<file path="src/rtl/clock_time_counter_pkg.sv">
// Shared definitions for the clock time counter: mode encodings, field width and wrap values.
package clock_time_counter_pkg;

  localparam int unsigned FIELD_W = 6;

  localparam logic [1:0] MODE_RUN      = 2'd0;
  localparam logic [1:0] MODE_SET_HOUR = 2'd1;
  localparam logic [1:0] MODE_SET_MIN  = 2'd2;
  localparam logic [1:0] MODE_SET_SEC  = 2'd3;

  localparam logic [FIELD_W-1:0] SEC_MAX = 6'd59;
  localparam logic [FIELD_W-1:0] MIN_MAX = 6'd59;

endpackage

</file>
<file path="src/rtl/clock_time_counter_mod_counter.sv">
// Modulo-(MAX+1) counter for one time field; carry flags that the next increment wraps.
module clock_time_counter_mod_counter
  import clock_time_counter_pkg::*;
#(
  parameter int unsigned       WIDTH = FIELD_W,
  parameter logic [WIDTH-1:0]  MAX   = SEC_MAX
) (
  input  logic             clk,
  input  logic             reset,
  input  logic             en,
  output logic [WIDTH-1:0] value,
  output logic             carry
);

  logic [WIDTH-1:0] value_q;

  assign carry = (value_q == MAX);
  assign value = value_q;

  always_ff @(posedge clk or posedge reset) begin
    if (reset) begin
      value_q <= '0;
    end else if (en) begin
      value_q <= carry ? '0 : value_q + 1'b1;
    end
  end

endmodule

</file>
<file path="src/rtl/clock_time_counter.sv">
// Timekeeping stage: 1 Hz prescaler, hour/min/sec counters and a mode FSM for setting the time.
module clock_time_counter
  import clock_time_counter_pkg::*;
#(
  parameter int unsigned PRESCALE = 50000000,
  parameter int unsigned HOUR_MAX = 23
) (
  input  logic               clk,
  input  logic               reset,
  input  logic               mode_btn,
  input  logic               inc_btn,
  output logic [FIELD_W-1:0] hour_bin,
  output logic [FIELD_W-1:0] min_bin,
  output logic [FIELD_W-1:0] sec_bin,
  output logic [1:0]         mode,
  output logic               day_pulse
);

  localparam int unsigned   PW        = $clog2(PRESCALE);
  localparam logic [PW-1:0] PCNT_LAST = PW'(PRESCALE - 1);

  logic [PW-1:0] pcnt_q, pcnt_d;
  logic [1:0]    mode_q, mode_d;
  logic          day_pulse_q;
  logic          run, tick;
  logic          sec_en, min_en, hour_en;
  logic          sec_carry, min_carry, hour_carry;

  assign run  = (mode_q == MODE_RUN);
  assign tick = run && (pcnt_q == PCNT_LAST);

  always_comb begin
    pcnt_d = '0;
    if (run && !tick) begin
      pcnt_d = pcnt_q + 1'b1;
    end
  end

  always_comb begin
    mode_d = mode_q;
    if (mode_btn) begin
      case (mode_q)
        MODE_RUN:      mode_d = MODE_SET_HOUR;
        MODE_SET_HOUR: mode_d = MODE_SET_MIN;
        MODE_SET_MIN:  mode_d = MODE_SET_SEC;
        MODE_SET_SEC:  mode_d = MODE_RUN;
        default:       mode_d = MODE_RUN;
      endcase
    end
  end

  // RUN follows the tick/carry chain; set states bump only the selected field, no carry.
  always_comb begin
    if (run) begin
      sec_en  = tick;
      min_en  = tick && sec_carry;
      hour_en = tick && sec_carry && min_carry;
    end else begin
      sec_en  = inc_btn && (mode_q == MODE_SET_SEC);
      min_en  = inc_btn && (mode_q == MODE_SET_MIN);
      hour_en = inc_btn && (mode_q == MODE_SET_HOUR);
    end
  end

  always_ff @(posedge clk or posedge reset) begin
    if (reset) begin
      pcnt_q      <= '0;
      mode_q      <= MODE_RUN;
      day_pulse_q <= 1'b0;
    end else begin
      pcnt_q      <= pcnt_d;
      mode_q      <= mode_d;
      day_pulse_q <= hour_en && run && hour_carry;
    end
  end

  clock_time_counter_mod_counter #(
    .WIDTH (FIELD_W),
    .MAX   (SEC_MAX)
  ) u_sec (
    .clk   (clk),
    .reset (reset),
    .en    (sec_en),
    .value (sec_bin),
    .carry (sec_carry)
  );

  clock_time_counter_mod_counter #(
    .WIDTH (FIELD_W),
    .MAX   (MIN_MAX)
  ) u_min (
    .clk   (clk),
    .reset (reset),
    .en    (min_en),
    .value (min_bin),
    .carry (min_carry)
  );

  clock_time_counter_mod_counter #(
    .WIDTH (FIELD_W),
    .MAX   (FIELD_W'(HOUR_MAX))
  ) u_hour (
    .clk   (clk),
    .reset (reset),
    .en    (hour_en),
    .value (hour_bin),
    .carry (hour_carry)
  );

  assign mode      = mode_q;
  assign day_pulse = day_pulse_q;

endmodule
</file>
<file path="config.mk">
export PLATFORM = sky130hd
export DESIGN_NAME = clock_time_counter
export DESIGN_NICKNAME = d
export VERILOG_FILES = /design/src/rtl/clock_time_counter_pkg.sv /design/src/rtl/clock_time_counter_mod_counter.sv /design/src/rtl/clock_time_counter.sv
export SDC_FILE = /design/constraint.sdc
export NUM_CORES = 1
export LEC_CHECK = 0
export BUFFER_PORTS_ARGS = -buffer_cell sky130_fd_sc_hd__buf_2
export CAP_MARGIN = 20
export CORE_ASPECT_RATIO = 0.6
export CORE_MARGIN = 2
export CORE_UTILIZATION = 45
export CTS_CLUSTER_DIAMETER = 40
export CTS_CLUSTER_SIZE = 16
export DETAILED_ROUTE_END_ITERATION = 6
export GPL_TIMING_DRIVEN = 1
export HOLD_SLACK_MARGIN = 0.15
export PLACE_DENSITY = 0.64
export SYNTH_ARGS = -nofsm -noshare
export SYNTH_HDL_FRONTEND = slang
export SYNTH_SLANG_ARGS = --single-unit
</file>
<file path="constraint.sdc">
create_clock -name clk -period 2.85 [get_ports clk]
set_input_delay 0.4275 -clock clk [delete_from_list [all_inputs] [get_ports clk]]
set_output_delay 0.4275 -clock clk [all_outputs]
set_load 0.03 [all_outputs]
</file>
## Word level (Yosys, flattened, before mapping)

Index checks and enable logic that the tools add are counted.

| cells by class | value |
|---|---|
| add/subtract/negate cells | 4 |
| eq/ne operators | 7 |
| muxes and demuxes | 8 |
| reduce and logical (&&, ||, !) cells | 11 |

Operator list:

| kind | number |
|---|---|
| $add 26x1->26 const B | 1 |
| $eq 26x26->1 const B | 1 |
| $mux 26 | 1 |
| $add 6x1->6 const B | 3 |
| $mux 6 | 3 |
| $eq 6x6->1 const B | 2 |
| $logic_and 1x1->1 | 9 |
| $pmux 2 s4 | 1 |
| $eq 6x5->1 const B | 1 |
| $eq 2x2->1 const B | 2 |
| $mux 1 | 3 |
| $eq 2x1->1 const B | 1 |
| $logic_not 2->1 | 1 |
| $logic_not 1->1 | 1 |

| word-level totals | value |
|---|---|
| register bits after elaboration | 47 |
| output and inout port bits | 21 |
| word-level logic and storage cells | 36 |

## Logic depth before layout (Yosys ltp)

| logic depth | value |
|---|---|
| depth in word-level cells | 7 |
| depth in mapped cells | 7 |

## By module

Synthesis repeated with hierarchy kept, for this count alone.

| second synthesis, totals | value |
|---|---|
| cell total of the unflattened synthesis | 256 |
| area total of the unflattened synthesis | 2459.9 sq um |

By module, submodules not included:

| module | times used | cells each | area each (sq um) | sequential area each (sq um) |
|---|---|---|---|---|
| clock_time_counter | 1 | 164 | 1537.7 | 725.7 |
| clock_time_counter_mod_counter (u_min ...) | 2 | 32 | 307.8 | 150.1 |
| clock_time_counter_mod_counter (u_hour) | 1 | 28 | 306.5 | 150.1 |

## Worst setup path after synthesis

OpenSTA, ideal clock, no wires.

| path | value |
|---|---|
| path kind | register to register |
| start | register pcnt_q[0] |
| end | register u_sec.value_q[1], in the netlist u_sec.value[1] |
| library setup time | 125 ps |
| arrival time | 2108 ps |
| setup slack | 617 ps |
| stages on the path, launching flop included | 8 |
| period minus slack after synthesis | 2233 ps |
| cells stage by stage | dfrtp_1 -> ha_1 -> nand3_1 -> or4_1 -> buf_2 -> or2_2 -> nand2_1 -> mux2_2 |

| on the way | value |
|---|---|
| word-level cells in the longest chain between the ends | 3 |

Ends and longest elaborated chain:

| what | line | source |
|---|---|---|
| start: declaration | clock_time_counter.sv:22 | `logic [PW-1:0] pcnt_q, pcnt_d;` |
| start signal: assignment | clock_time_counter.sv:71 | `pcnt_q <= pcnt_d;` |
| $eq 26x26->1 | clock_time_counter.sv:30 | `assign tick = run && (pcnt_q == PCNT_LAST);` |
| $logic_and 1x1->1 | clock_time_counter.sv:30 |  |
| $mux 1 | clock_time_counter.sv:54 | `if (run) begin` |
| end signal: assignment | clock_time_counter_mod_counter.sv:24 | `value_q <= carry ? '0 : value_q + 1'b1;` |
| end: declaration | clock_time_counter_mod_counter.sv:15 | `logic [WIDTH-1:0] value_q;` |

No other way between the ends.
A chain may end at the register's enable or synchronous reset.

## Worst setup path after layout

Same ends and word-level chain as after synthesis.

==> results_dict.tcl <==
set metrics [dict create \
    first_pass_iters 4 \
    syn_inst 264 \
    ys_warn_count 0 \
    clockBufferDepth 2 \
    fmax_mhz 416.0 \
    gp_congestion 0.8821 \
    route.detailed.wl_per_inst_um 14.64 \
    layout_setup_ws_ps 445.9 \
    ir_worst_vdd_mv 0.4074 \
    drt-initial-drc-count 120 \
    arrival_ps 2590 \
    dp_hpwl_um 4008 \
    antenna_found_initial 0 \
    nFillCells 521 \
    grt_pass1_vias 1877 \
    dp_cells 357 \
    layout-area-overhead-vs-synth_pct 13.24 \
    finalNetCount 309 \
    cts-resized-gates 0 \
    drive_gt1_frac 0.1745 \
    io_pins 25 \
    htreeDepth 2 \
    design_area_um2 2878 \
    core_um2 5518 \
    hp-class "input pin to flop" \
    rows 21 \
    synth_edf_count 0 \
    synth_common_cells "47 x dfrtp_1, 45 x nor2_1, 21 x nand2_1, 19 x nand3_1, 17 x xor2_1" \
    cp_max_fo 5 \
    grt_max_degree 48 \
    fin_worst_skew_ps 10.52 \
    worst_skew_pair.late_latency_ps 300 \
    status "complete, no violations" \
    vias 2026 \
    routed_wl_um 5374 \
    synth.most_common_cell "dfrtp_1" \
    route.detailed.drc 0 \
    path_clk_slew_ps 90 \
    die_w_um 101.0 \
    rsz0062_at_grt "false" \
    max_cap_viol_count 0 \
    grt_pass1_wl_um 9321 \
    critical_path.endpoint_type "flop" \
    slew_headroom 0.5316 \
    dpl_cell_area_um2 2766 \
    synth_area_um2 2541 \
    period_share 0.8435 \
    yosys-top-cells-area "dfrtp_1 46%, nor2_1 6.6%, xor2_1 5.9%" \
    syn_area_per_cell_um2 9.626 \
    antenna_cells 0 \
    crit_type "flop to flop" \
    finalHoldViolCount 0 \
    p_per_area_nw_per_um2 698.1 \
    yosysTopAreaCell "dfrtp_1" \
    final_max_slew_viol_count 0 \
    grt.total_usage 0.1879 \
    r2r_slack_ps 450 \
    p_leak_nw 1.246 \
    synth_flop_cell "dfrtp_1" \
    worstPathRequired_ps 3040 \
    fp.dieH_um 62.21 \
    finalSetupViolCount 0 \
    fin_crit_ps 2404 \
    grt_overflow_total 0 \
    synth_cell_type_count 43 \
    finalNonFillerCells 367 \
    ys_ff_latch 47 \
    worst_pin_slew_ps 696.8 \
    ant_nets 0 \
    cp-start-kind "flop" \
    cts_tree "built" \
    dp_worst_setup_slack_ps 431.9 \
    dieArea_um2 6284 \
    syn_nets 276 \
    cts_sinks 47 \
    setup_tns_ps 0 \
    async_flop_share 1.000 \
    start_util 0.4605 \
    via_per_inst 5.520 \
    cts-buffers-inserted 5 \
    seq_area_frac_synth 0.4628 \
    netlist.area_leader.share 0.4628 \
    portBuffers 24 \
    cts_root_buf "clkbuf_8" \
    power_mw 2.009 \
]
-- worst max-delay path: stages (launching register included) --
cell and delay [ps]:
dfrtp_1 390, ha_1 210, nand3_1 170, or4_1 690, or2_2 390, nand2_1 110, mux2_2 340
-- power breakdown --
| part | total [mW] | internal (mW) | switching (mW) |
|---|---|---|---|
| sequential | 0.898 | 0.769 | 0.129 |
| combinational | 0.720 | 0.248 | 0.472 |
| clock | 0.391 | 0.173 | 0.219 |
-- what timing repair did --
item / in CTS / in global routing
setup buffers: 0 / 0
setup endpoints to repair: 0 / 0
hold buffers: 0 / 1
hold endpoints to repair: 0 / 4
-- stage by stage --
stage	utilization	hold WS (ps)
2_1_floorplan	-	454.7
3_3_place_gp	0.5014	466.1
3_5_place_dp	0.5014	473.0
4_1_cts	0.5161	343.2
5_1_grt	0.5215	348.3
6_report	0.5215	341.7
-- final timing paths --
check,to,depth (start not counted),from
setup / recovery,u_sec.value[1],6,pcnt_q[0]
hold / removal,mode[0],2,mode_btn
setup reg to reg,u_sec.value[1],6,pcnt_q[0]
hold reg to reg,pcnt_q[0],1,pcnt_q[0]
max in group asynchronous,pcnt_q[21],4,reset
min in group asynchronous,day_pulse,3,reset
-- sequential cells by signal, summed over array words and instances (netlist names) --
name / cells
day_pulse: 1
mode: 2
pcnt_q: 26
u_hour.value: 6
u_min.value: 6
u_sec.value: 6
-- routing by layer --
layer	GRT usage	share of wire	up-vias
met1	0.3147	0.56	961
met5	0	0	-
met3	0.05405	0.065	6
li1	-	-	995
met2	0.2383	0.37	64
met4	0.02534	0.0032	0
-- layout make-up --
class,count,area (um2),share of cell area
tap,69,86.33,0.03000
timing repair buffer,32,195.2,0.06783
multi-input combinational,202,1305,0.4535
inverter,9,33.78,0.01174
clock inverter,1,5.005,0.001739
sequential,47,1176,0.4087
clock buffer,7,76.32,0.02652
-- logic make-up (layout without fill, tap and decap cells) --
group,after synthesis,after routing,synth area share
adders and majority gates,8,8,0.03939
xor gates and xnor gates,26,26,0.08961
DFF,47,47,0.4628
muxes,9,9,0.03939
and+or+nand+nor,131,131,0.2688
AOI/OAI and AO/OA,28,28,0.07632
buffers and inverters,15,49,0.02363
-- cell usage in the layout, fill, tap and decap left out, types with 2 or more instances in the layout --
| master | n |
|---|---|
| a21oi_1 | 2 |
| o21ai_0 | 10 |
| and3_1 | 3 |
| a22o_1 | 3 |
| and4_1 | 2 |
| xnor2_1 | 9 |
| nand2_1 | 21 |
| mux2_2 | 8 |
| dfrtp_1 | 47 |
| buf_2 | 24 |
| nand3_1 | 19 |
| nor3_1 | 7 |
| o211ai_1 | 4 |
| and2_1 | 5 |
| nor4b_1 | 5 |
| nor2_1 | 45 |
| inv_1 | 8 |
| nand4_1 | 8 |
| nand4b_1 | 2 |
| clkbuf_8 | 5 |
| xor2_1 | 17 |
| buf_4 | 6 |
| o22ai_1 | 2 |
| clkbuf_1 | 2 |
| ha_1 | 8 |
| or3_1 | 3 |
Power figures use the tool's default switching activity.
